<file path="src/rtl/point_link_pkg.sv">
`default_nettype none
//==============================================================================
// Module   : point_link_pkg
// Purpose  : Shared types and helpers for the master side of the point link.
//            Holds the link FSM state encoding and the FIFO occupancy-width
//            helper so the top level and the FIFO agree on counter sizing.
// Revision : 1.0  initial release
//==============================================================================
package point_link_pkg;

   // Link bring-up state: quiet settle phase after reset, then normal traffic.
   typedef enum logic [0:0] {
      SETTLE = 1'b0,
      RUN    = 1'b1
   } link_state_t;

   // Occupancy counter must represent 0..depth inclusive, hence the +1.
   function automatic int count_width(input int depth);
      return $clog2(depth) + 1;
   endfunction

endpackage
`default_nettype wire

</file>
<file path="src/rtl/point_fifo.sv">
`default_nettype none
//==============================================================================
// Module   : point_fifo
// Purpose  : Synchronous FIFO with first-word fall-through read port. The
//            head word is always visible on dout while the FIFO is non-empty.
//            Pushes while full and pops while empty are ignored.
// Ports    : clock, reset (async, active-high)
//            push, din            - write strobe and data
//            pop,  dout           - read strobe and head-of-queue data
//            count, full, empty   - occupancy status
// Revision : 1.0  initial release
//==============================================================================
module point_fifo #(
   parameter int WIDTH = 8,
   parameter int DEPTH = 4
) (
   input  logic                     clock,
   input  logic                     reset,
   input  logic                     push,
   input  logic                     pop,
   input  logic [WIDTH-1:0]         din,
   output logic [WIDTH-1:0]         dout,
   output logic [$clog2(DEPTH):0]   count,
   output logic                     full,
   output logic                     empty
);

   localparam int AW = $clog2(DEPTH);
   localparam int CW = $clog2(DEPTH) + 1;

   logic [WIDTH-1:0] mem [DEPTH];
   logic [AW-1:0]    wr_ptr;
   logic [AW-1:0]    rd_ptr;
   logic             do_push;
   logic             do_pop;

   assign full    = (count == CW'(DEPTH));
   assign empty   = (count == '0);
   assign do_push = push && !full;
   assign do_pop  = pop && !empty;
   assign dout    = mem[rd_ptr];

   // Pointers are exactly log2(DEPTH) wide, so they wrap modulo DEPTH for free.
   always_ff @(posedge clock or posedge reset) begin
      if (reset) begin
         wr_ptr <= '0;
         rd_ptr <= '0;
         count  <= '0;
      end else begin
         if (do_push) wr_ptr <= wr_ptr + 1'b1;
         if (do_pop)  rd_ptr <= rd_ptr + 1'b1;
         case ({do_push, do_pop})
            2'b10:   count <= count + 1'b1;
            2'b01:   count <= count - 1'b1;
            default: count <= count;
         endcase
      end
   end

   // Storage needs no reset: only words that were written are ever read out.
   always_ff @(posedge clock) begin
      if (do_push) mem[wr_ptr] <= din;
   end

endmodule
`default_nettype wire

</file>
<file path="src/rtl/point_master_link.sv">
`default_nettype none
//==============================================================================
// Module   : point_master_link
// Purpose  : Master-side endpoint of the point-to-point link. Local words are
//            queued in a TX FIFO and driven onto the link through a registered
//            data_o stage with stall-based flow control. Words returned by the
//            slave are captured into a one-entry holding register. After reset
//            the link is held quiet for SETTLE_CYCLES cycles.
// Ports    : clock, reset          - sole clock, async active-high reset
//            tx_valid/tx_ready/tx_data, tx_count  - local TX stream + occupancy
//            data_o, data_o_valid, stall_i        - link toward slave
//            data_i, data_i_valid, stall_o        - link from slave
//            rx_valid/rx_ready/rx_data, rx_overflow - local RX stream + sticky
// Revision : 1.0  initial release
//==============================================================================
module point_master_link
   import point_link_pkg::*;
#(
   parameter int WIDTH_O       = 8,
   parameter int WIDTH_I       = 8,
   parameter int DEPTH         = 4,
   parameter int SETTLE_CYCLES = 4
) (
   input  logic                   clock,
   input  logic                   reset,
   input  logic                   tx_valid,
   output logic                   tx_ready,
   input  logic [WIDTH_O-1:0]     tx_data,
   output logic [$clog2(DEPTH):0] tx_count,
   output logic [WIDTH_O-1:0]     data_o,
   output logic                   data_o_valid,
   input  logic                   stall_i,
   input  logic [WIDTH_I-1:0]     data_i,
   input  logic                   data_i_valid,
   output logic                   stall_o,
   output logic                   rx_valid,
   input  logic                   rx_ready,
   output logic [WIDTH_I-1:0]     rx_data,
   output logic                   rx_overflow
);

   localparam int CNT_W = count_width(DEPTH);
   localparam int SW    = $clog2(SETTLE_CYCLES + 1);

   //---------------------------------------------------------------------------
   // Settle FSM
   //---------------------------------------------------------------------------
   link_state_t   state;
   link_state_t   state_next;
   logic [SW-1:0] settle_cnt;
   logic [SW-1:0] settle_cnt_next;
   logic          run;

   always_ff @(posedge clock or posedge reset) begin
      if (reset) begin
         state      <= SETTLE;
         settle_cnt <= SW'(SETTLE_CYCLES - 1);
      end else begin
         state      <= state_next;
         settle_cnt <= settle_cnt_next;
      end
   end

   always_comb begin
      state_next      = state;
      settle_cnt_next = settle_cnt;
      case (state)
         SETTLE: begin
            if (settle_cnt == '0) state_next = RUN;
            else                  settle_cnt_next = settle_cnt - 1'b1;
         end
         RUN:     state_next = RUN;
         default: state_next = SETTLE;
      endcase
   end

   assign run = (state == RUN);

   //---------------------------------------------------------------------------
   // TX path: FIFO feeding the registered link stage
   //---------------------------------------------------------------------------
   logic [CNT_W-1:0]   fifo_count;
   logic [WIDTH_O-1:0] fifo_dout;
   logic               fifo_full;
   logic               fifo_empty;
   logic               fifo_push;
   logic               fifo_pop;

   // Depends only on state and occupancy, never on tx_valid; a full FIFO
   // refuses even when a pop happens in the same cycle.
   assign tx_ready  = run && !fifo_full;
   assign fifo_push = tx_valid && tx_ready;

   // The link stage can accept a new word when it is empty or its current
   // word is being taken by the slave this cycle.
   assign fifo_pop  = run && !fifo_empty && (!data_o_valid || !stall_i);

   assign tx_count  = fifo_count;

   point_fifo #(
      .WIDTH (WIDTH_O),
      .DEPTH (DEPTH)
   ) u_tx_fifo (
      .clock (clock),
      .reset (reset),
      .push  (fifo_push),
      .pop   (fifo_pop),
      .din   (tx_data),
      .dout  (fifo_dout),
      .count (fifo_count),
      .full  (fifo_full),
      .empty (fifo_empty)
   );

   always_ff @(posedge clock or posedge reset) begin
      if (reset) begin
         data_o       <= '0;
         data_o_valid <= 1'b0;
      end else if (fifo_pop) begin
         data_o       <= fifo_dout;
         data_o_valid <= 1'b1;
      end else if (data_o_valid && !stall_i) begin
         // Word consumed with nothing behind it; data_o keeps its last value.
         data_o_valid <= 1'b0;
      end
   end

   //---------------------------------------------------------------------------
   // RX path: one-entry holding register with sticky overflow
   //---------------------------------------------------------------------------
   logic               rx_valid_next;
   logic [WIDTH_I-1:0] rx_data_next;
   logic               rx_overflow_next;
   logic               stall_o_next;

   always_comb begin
      rx_valid_next    = rx_valid;
      rx_data_next     = rx_data;
      rx_overflow_next = rx_overflow;
      if (run) begin
         if (data_i_valid) begin
            if (!rx_valid || rx_ready) begin
               rx_data_next  = data_i;
               rx_valid_next = 1'b1;
            end else begin
               // Holding register occupied and not drained: word is lost.
               rx_overflow_next = 1'b1;
            end
         end else if (rx_valid && rx_ready) begin
            rx_valid_next = 1'b0;
         end
      end
      // Looks at the state being entered so the slave is released on the
      // very first RUN cycle rather than one cycle later.
      stall_o_next = (state_next == RUN) ? (rx_valid_next && !rx_ready) : 1'b1;
   end

   always_ff @(posedge clock or posedge reset) begin
      if (reset) begin
         rx_valid    <= 1'b0;
         rx_data     <= '0;
         rx_overflow <= 1'b0;
         stall_o     <= 1'b1;
      end else begin
         rx_valid    <= rx_valid_next;
         rx_data     <= rx_data_next;
         rx_overflow <= rx_overflow_next;
         stall_o     <= stall_o_next;
      end
   end

endmodule
`default_nettype wire

</file>
<file path="config.mk">
export PLATFORM = sky130hd
export DESIGN_NAME = point_master_link
export DESIGN_NICKNAME = d
export VERILOG_FILES = /design/src/rtl/point_link_pkg.sv /design/src/rtl/point_fifo.sv /design/src/rtl/point_master_link.sv
export SDC_FILE = /design/constraint.sdc
export NUM_CORES = 1
export LEC_CHECK = 0
export CORE_AREA = 2 2 83 85
export CTS_CLUSTER_DIAMETER = 200
export DETAILED_ROUTE_END_ITERATION = 8
export DIE_AREA = 0 0 85 87
export PLACE_DENSITY_LB_ADDON = 0.08
export SKIP_LAST_GASP = 1
export SYNTH_ARGS = -nofsm -noshare
export SYNTH_HDL_FRONTEND = slang
export SYNTH_HIERARCHICAL = 1
export SYNTH_SLANG_ARGS = --single-unit
</file>
<file path="constraint.sdc">
create_clock -name clock -period 2.5 [get_ports clock]
set_clock_uncertainty 0.1 [all_clocks]
set_input_delay 0.5 -clock clock [delete_from_list [all_inputs] [get_ports clock]]
set_output_delay 0.5 -clock clock [all_outputs]
set_load 0.1 [all_outputs]
</file>
==> flow_summary.toml, run 1 <==
[clock_tree]
cts-root-buf = "clkbuf_8"
clock_sinks = 63
clock_path_buffers = 2
clk_latency_ns = 0.33
numCtsBuffers = 9
cts_tree = "done"
postCtsHoldBufs = 0
cts.htree.levels = 3
clk_pin_slew_worst_paths_ns = 0.07

[timing]
fmax_mhz = 425
fin_crit_sh_pct = 94.2
worst_slew_pin_slew_ns = 0.611
fin_ws_ns = 0.144
slew_viol_final = 0
finalCriticalPeriod_ns = 2.36
setup_viol = 0
rsz0062_at_grt = "false"
finalHoldViolCount = 0
relSlewSlack_pct = 59.3

[global_routing]
grt_pass1_wl_mm = 7.63
grt_pass1_vias = 1537
grt_usage_pct = 13.9
grt_start_max_net_pins = 25
antenna_found_initial = 0
gr-total-overflow = 0

[final_layout]
layout_commonest_cell = "edfxtp_1"
n_antenna_cell = 0
layout_common_cells = "edfxtp_1, buf_4, dfrtp_1, clkdlybuf4s50_1, mux2_2"
stdcell_area_sq_mm = 0.00336
stdcell_count = 293
drive_above_1_share_pct = 43.2
area.growth.synth_to_final_pct = 31.6
final_nets = 238
postLayoutCoreUtil_pct = 51.1

[die]
start_util_pct = 38.9
std_cell_rows = 30
fp.dieH_um = 87
fp.dieW_um = 85
pin_count = 46
core_area_sq_mm = 0.00657
dieArea_sq_mm = 0.00740

[route]
ant_nets = 0
drc = 0
drt_pass1_iterations = 3
drt_wl_total_mm = 4.68
drtIter0Drc = 105
drt-vias-per-instance = 4.76
wire_per_inst_um = 16.0
vias = 1395

[outcome]
status = "completed"

[yosys]
yosys_warnings = 6
ys_ff_latch = 63
synth_top_cell_by_area = "edfxtp_1"
synth_top_area_share_pct = 37.6
ys_seq_area_share_pct = 68.2
synth.area.top_cells = "edfxtp_1, dfrtp_1, mux2_2, mux4_2, ha_1"
synth_cells = 148
netlist_area_sq_mm = 0.00255
syn-num-nets = 178
synth_cell_types = 29
syn-mean-instance-area_sq_um = 17.2

[placed_design]
dpl_cell_area_sq_mm = 0.00309
dpl.hpwl_mm = 3.25
numPlacedInstances = 274
port_buffers = 45
gp_congestion = 0.765
place_ws_ns = -0.00445

[worst_setup_path]
worstPathArrival_ns = 2.51
worstPathMaxFanout = 7
critPathRequiredTime_ns = 2.65
setup.worst_path.class = "flop to flop"
worst_setup_path_end_kind = "flop"
worst_setup_path_start_kind = "flop"

[worst_hold_path]
worst_hold_path_type = "input port to asynchronous set/reset pin"

[power]
fin_total_pwr_w = 0.00466
pwr_density_cell_mw_per_mm2 = 1390
cellLeakagePower_nw = 1.34
ir_worst_vdd_uv = 686

[run]
cap_violations = 0
## Yosys cell counts
| cell | number |
|---|---|
| nor3b_4 | 1 |
| or2_2 | 1 |
| a21oi_1 | 1 |
| mux2i_1 | 1 |
| fa_1 | 1 |
| xnor2_1 | 4 |
| a41o_2 | 1 |
| and2_1 | 1 |
| inv_1 | 14 |
| nor3_1 | 1 |
| a21oi_4 | 1 |
| mux2_2 | 16 |
| dfstp_2 | 3 |
| mux2_4 | 1 |
| buf_2 | 2 |
| ha_1 | 7 |
| nor2_1 | 2 |
| xor2_1 | 3 |
| o31a_2 | 1 |
| nand2_2 | 1 |
| clkbuf_1 | 1 |
| edfxtp_1 | 32 |
| mux4_2 | 8 |
| nor2b_4 | 1 |
| and2_2 | 4 |
| nand2_1 | 5 |
| nand3b_2 | 1 |
| dfrtp_1 | 28 |
| o21ai_0 | 5 |
## worst max-delay path: stages, from the launching register on
cell and delay (ns):
dfrtp_4 0.51, nor3b_4 0.24, nor2_4 0.07, and2_1 0.14
nor2b_4 0.15, inv_1 0.09, ha_4 0.14, inv_2 0.03
fa_1 0.36, xor2_1 0.15, nor2_1 0.14, xor2_1 0.15
## cells by family (layout without fill, tap and decap cells)
logic type               Yosys count  count (layout)  share of synthesized area (%)
AND/OR/NAND/NOR                   18              18                           4.85
buffers and inverters             17              82                           2.60
AO/OA/AOI/OAI                      9               9                           2.65
flip-flops                        63              63                           68.2
adder cells (fa/ha/maj)            8               8                           4.22
XOR/XNOR                           7               7                           2.40
multiplexers                      26              26                           15.1
## area by class of cell
type	instances	area [sq um]
Sequential cell	63	1750
Clock inverter	7	111
Inverter	14	52.6
Tap cell	80	100
Timing Repair Buffer	52	455
Fill cell	567	3210
Clock buffer	9	124
Multi-Input combinational cell	68	766
## final timing paths
check,from,endpoint,slack (ns),depth (start not counted)
setup reg to reg,u_tx_fifo/count[0],u_tx_fifo/count[2],0.14,11
min in group clock,rx_overflow,rx_overflow,0.38,1
max in group asynchronous,reset,settle_cnt[0],1.55,3
hold / removal,reset,u_tx_fifo/count[0],0.33,2
hold reg to reg,rx_overflow,rx_overflow,0.38,1
setup / recovery,u_tx_fifo/count[0],u_tx_fifo/count[2],0.14,11
## where the power goes
part	switching [W]	total [W]	internal, W	leakage [nW]
clock	0.000373	0.00103	0.000655	0.117
sequential	0.000205	0.00159	0.00138	0.641
combinational	0.00134	0.00204	0.000699	0.583
## state kept, by name, indices dropped and copies added, names as in the netlist, 2 cells and up
signal            count
u_tx_fifo/mem        32
data_o                8
rx_data               8
settle_cnt            3
u_tx_fifo/count       3
u_tx_fifo/rd_ptr      2
u_tx_fifo/wr_ptr      2
## per-stage QoR
step | setup TNS [ns] | hold WS [ns]
4_1_cts | 0 | 0.320
5_1_grt | 0 | 0.331
3_3_place_gp | 0 | 0.351
3_5_place_dp | -0.00445 | 0.365
6_report | 0 | 0.326
2_1_floorplan | -0.524 | 0.203
## repair_timing
action	4_1_cts	5_1_grt
endpoints found under the setup margin	0	1
hold endpoints to repair	0	0
gates resized for setup	0	1
buffers inserted	0	3
## routing by layer
| layer | global-route usage (%) | wire, um | vias to the layer above |
|---|---|---|---|
| met4 | 6.93 | 85 | 0 |
| met1 | 16.4 | 2040 | 698 |
| met2 | 23.2 | 2310 | 36 |
| met5 | 0 | 0 | - |
| li1 | - | - | 652 |
| met3 | 4.27 | 238 | 9 |
(Power assumes the default switching activity.)
==> run 2, diff against run 1 <==
==> constraint.sdc (replaced) <==
create_clock -name clock -period 2.4 [get_ports clock]
set_clock_uncertainty 0.1 [all_clocks]
set_input_delay 0.48 -clock clock [delete_from_list [all_inputs] [get_ports clock]]
set_output_delay 0.48 -clock clock [all_outputs]
set_load 0.1 [all_outputs]
==> flow_summary.toml, run 2 (synthesized netlist as in run 1, its figures left out) <==
[worst_setup_path]
worstPathMaxFanout = 6
cpPeakStageDelay_ns = 0.52
r2r_slack_ns = 0.11
critPathRequiredTime_ns = 2.55
worstPathArrival_ns = 2.44
crit_buf_inv = 2
regToRegStartpoint = "u_tx_fifo/count[0]"
worst_setup_path_end_kind = "flop"
crit_slowest_cell = "dfrtp_4"
rr_worst_depth = 11
crit_family = "simple AND/OR/NAND/NOR gates"
r2r-end = "u_tx_fifo/count[2]"
worst_setup_path_start_kind = "flop"
worstPathCellList = "nor3b_4, nor2_4, and2_1, nor2b_4, inv_2, ha_4, inv_2, fa_1, xor2_1, nor2_1, xor2_1"
setup.worst_path.class = "flop to flop"

[timing]
whs_ns = 0.306
slew_viol_final = 0
rsz0062_at_grt = "false"
fin_crit_sh_pct = 95.4
finalHoldViolCount = 0
fmax_mhz = 437
tns_ns = 0
relSlewSlack_pct = 59.1
finalCriticalPeriod_ns = 2.29
worst_slew_pin_slew_ns = 0.614
fin_ws_ns = 0.110
setup_viol = 0

[run]
cap_violations = 0

[final_layout]
largest_reg_flops = 32
n_antenna_cell = 0
stdcell_count = 291
top_regs = "u_tx_fifo/mem (32), data_o (8), rx_data (8)"
area.growth.synth_to_final_pct = 29.8
layout_common_cells = "edfxtp_1, buf_4, dfrtp_1, clkdlybuf4s50_1, mux2_2"
stdcell_area_sq_mm = 0.00331
final_nets = 236
drive_above_1_share_pct = 41.7
largest_register = "u_tx_fifo/mem"
layout_commonest_cell = "edfxtp_1"
nFillCells = 555

[die]
dieArea_sq_mm = 0.00740
pin_count = 46
start_util_pct = 38.9
core_area_sq_mm = 0.00657
std_cell_rows = 30
fp.dieW_um = 85
fp.dieH_um = 87

[route]
vias = 1390
drt-vias-per-instance = 4.78
drtIter0Drc = 49
wire_per_inst_um = 15.1
ant_nets = 0
drc = 0
drt_pass1_iterations = 4
drt_wl_total_mm = 4.39

[global_routing]
grt_pass1_wl_mm = 7.26
grt_pass1_vias = 1528
antenna_found_initial = 0
gr-total-overflow = 0
grt_start_max_net_pins = 25
grt_usage_pct = 13.2

[power]
pwr_density_cell_mw_per_mm2 = 1420
cellLeakagePower_nw = 1.32
ir_worst_vdd_uv = 697

[placed_design]
dpl.hpwl_mm = 3.12
gp_congestion = 0.761
place_ws_ns = -0.0612
dpl_cell_area_sq_mm = 0.00310
port_buffers = 45
numPlacedInstances = 274

[clock_tree]
clock_path_buffers = 2
postCtsHoldBufs = 0
cts_tree = "done"
cts-root-buf = "clkbuf_8"
clk_pin_slew_worst_paths_ns = 0.07
cts.htree.levels = 3
clk_latency_ns = 0.33
clock_sinks = 63
numCtsBuffers = 9

[outcome]
status = "completed"

[worst_hold_path]
worst_hold_path_type = "input port to asynchronous set/reset pin"
-- run 2: worst max path at each step --
stage,from,endpoint,cells past startpoint
floorplan,u_tx_fifo/count[2],u_tx_fifo/count[2],11
global placement,stall_i,u_tx_fifo/count[2],11
detailed placement,stall_i,u_tx_fifo/count[2],11
CTS,u_tx_fifo/count[0],u_tx_fifo/count[2],11
global route,u_tx_fifo/count[0],u_tx_fifo/count[2],11
finish,u_tx_fifo/count[0],u_tx_fifo/count[2],11
-- run 2: what timing repair did --
| action | in CTS | in global routing |
|---|---|---|
| endpoints found under the setup margin | 0 | 1 |
| setup buffers | 0 | 1 |
| resized for setup | 0 | 0 |
-- run 2: layout make-up --
class	count	area, sq um	area share, %
multi-input combinational	68	766	23.1
inverter	14	52.6	1.59
sequential	63	1750	52.8
clock inverter	5	72.6	2.19
clock buffer	11	131	3.97
tap	80	100	3.02
timing repair buffer	50	440	13.3
-- run 2: report_power, final --
part | internal [W] | switching, W
clock | 0.000577 | 0.000371
sequential | 0.00144 | 0.000224
combinational | 0.000708 | 0.00137
-- run 2: per-layer routing --
metal / vias to the layer above / global-route usage [%] / part of all wire (%)
met3: 9 / 4.17 / 5.4
met4: 0 / 8.23 / 2.2
met5: - / 0 / 0
met1: 693 / 15.5 / 43
li1: 648 / - / -
met2: 40 / 21.3 / 50
-- run 2: through the flow --
step                power [W]  util, %
floorplan             0.00327        -
global placement      0.00374     47.2
detailed placement    0.00378     47.2
CTS                   0.00476     50.3
global route          0.00494     50.4
finish                0.00469     50.4
==> patch (settings of run 1) <==
Change the parameter `WIDTH_I` from 8 to 9.
--- a/src/rtl/point_master_link.sv
+++ b/src/rtl/point_master_link.sv
@@ -17,7 +17,7 @@
    import point_link_pkg::*;
 #(
    parameter int WIDTH_O       = 8,
-   parameter int WIDTH_I       = 8,
+   parameter int WIDTH_I       = 9,
    parameter int DEPTH         = 4,
    parameter int SETTLE_CYCLES = 4
 ) (
Interface: changed (resized data_i and rx_data); port bits go from 46 to 48. No check against the original RTL was run, so the function may have changed too.
==> patch against run 1 <==
  * First-iteration DRC count down 56%
  * Sequential cell count is 1 higher
  * Final area barely moved
  * Critical path depth unchanged
  * Routed wire length shrank 2.5%
  * Synthesized area rose by 1.4%
  * Sequential share of layout area up 0.73 points
  * Largest power group unchanged
  * Setup slack better by 35 ps
  * Global-route usage decreased by 0.34 points
  * Total power is 3.5% lower
==> patch: results (changes against run 1) <==
The cell at the root of the clock tree is clkbuf_8 (unchanged). The clock buffer count from CTS came out at 9 (unchanged). The maximum number of pins on one net before global-route repair is 26 (was 25). The final net count came to 243 (was 238). The adder and majority cell fraction of the synthesized area is 4.157% (was 4.216%). Result of the run: finished clean (unchanged).

The number of iterations in the first detailed-routing pass was 4 (was 3). The launching instance or port of the critical path was u_tx_fifo/count[0] (unchanged). The fill cell total of the finished layout came to 562 (was 567). The pin slew with the least headroom to its limit came out at 578.1 ps (was 610.8 ps). The number of max-cap violations is 0 (unchanged).

The global placer's final weighted congestion came to 0.7471 (was 0.7649). The final routed wire length divided by cell count is 15.36 µm (was 15.96 µm). The sequential share of the synthesized area was 68.20% (was 68.19%).

The global-route wire length before repair is 7383 µm (was 7631 µm). The via density per instance is 4.741 (was 4.761). The mux share of post-synthesis cell area came out at 15.32% (was 15.10%). The number of global-route vias before repair is 1482 (was 1537). The count of unique library cells instantiated by Yosys is 29 (unchanged). The async set-or-reset flop fraction in the synthesized netlist is 50.00% (was 49.21%). The diode insertion count for antenna repair came out at 0 (unchanged).

The overall global routing resource usage is 13.55% (was 13.90%). The share of final-layout standard cells stronger than drive strength 1 is 42.86% (was 43.19%). The maximum clock insertion buffer count is 2 (unchanged). The utilization after layout is 51.14% (was 51.12%).

The count of flip-flops with a built-in enable after synthesis is 32 (unchanged). The total nets after synthesis is 181 (was 178). The HPWL after detailed placement is 3235 µm (was 3254 µm). The largest voltage drop on the vdd net came to 0.6067 mV (was 0.6861 mV). The clock latency of the later-clocked register in the worst-skew pair is 330 ps (about the same). The DRC violation total after the first TritonRoute iteration is 46 (was 105). The delay contributed by the slowest stage of the critical path is 510 ps (about the same).

The setup slack of the most critical reg-to-reg path is 180 ps (was 140 ps). The last element of the critical path is u_tx_fifo/count[2] (unchanged). The clock-pin transition on the worst setup and hold timing paths came to 70 ps (about the same).

Synth top area cells: edfxtp_1 (37%), dfrtp_1 (28%), mux2_2 (7.4%) (was edfxtp_1 (38%), dfrtp_1 (27%), mux2_2 (7.1%)). The maximum fanout along the worst path was 7 (unchanged). The arrival time at the worst endpoint came out at 2460 ps (was 2510 ps). Largest registers: u_tx_fifo/mem: 32 flops, rx_data: 9 flops, data_o: 8 flops (was u_tx_fifo/mem: 32 flops, data_o: 8 flops, rx_data: 8 flops). The warning count from the yosys run was 6 (unchanged).

The post-CTS setup repair buffer count came out at 0 (unchanged). The instance area at placement came out at 0.003144 mm² (was 0.003090 mm²). The static power due to leakage came to 1.338 nW (was 1.340 nW). The fraction of the mapped netlist area in compound gates came out at 2.610% (was 2.647%).

Most used standard cells in the synthesized netlist: edfxtp_1 (32), dfrtp_1 (29), mux2_2 (17) (was edfxtp_1 (32), dfrtp_1 (28), mux2_2 (16)). The count of input and output buffers came out at 47 (was 45). The share of the synthesized netlist area taken by xor and xnor gates came out at 2.368% (was 2.402%).

The post-cts gate resize count came to 0 (unchanged).
==> patch: layout make-up <==
cell class | count | area share (%)
clock buffer | 12 | 4.022
clock inverter | 4 | 1.415
inverter | 14 | 1.564
multi-input combinational | 69 | 23.13
sequential | 64 | 52.81
tap | 80 | 2.980
timing repair buffer | 54 | 14.08
==> patch: where the power goes <==
group	internal (mW)	switching [mW]
logic	0.705	1.36
clock network	0.458	0.362
registers	1.40	0.211
==> patch: through the flow <==
step	std cells	hold slack [ps]	power (mW)	setup slack, ps
finish	297	330.3	4.497	179.7
global route	297	345.9	4.726	32.92
CTS	294	331.6	4.495	79.31
detailed placement	278	356.1	3.663	-3.876
global placement	278	351.7	3.616	57.20
floorplan	150	203.4	3.164	-278.3
==> patch: layer usage <==
layer / track usage (%) / part of all wire (%)
met3: 5.498 / 6.0
met2: 22.30 / 53
met1: 15.94 / 41
met5: 0 / 0
met4: 5.339 / 0.70
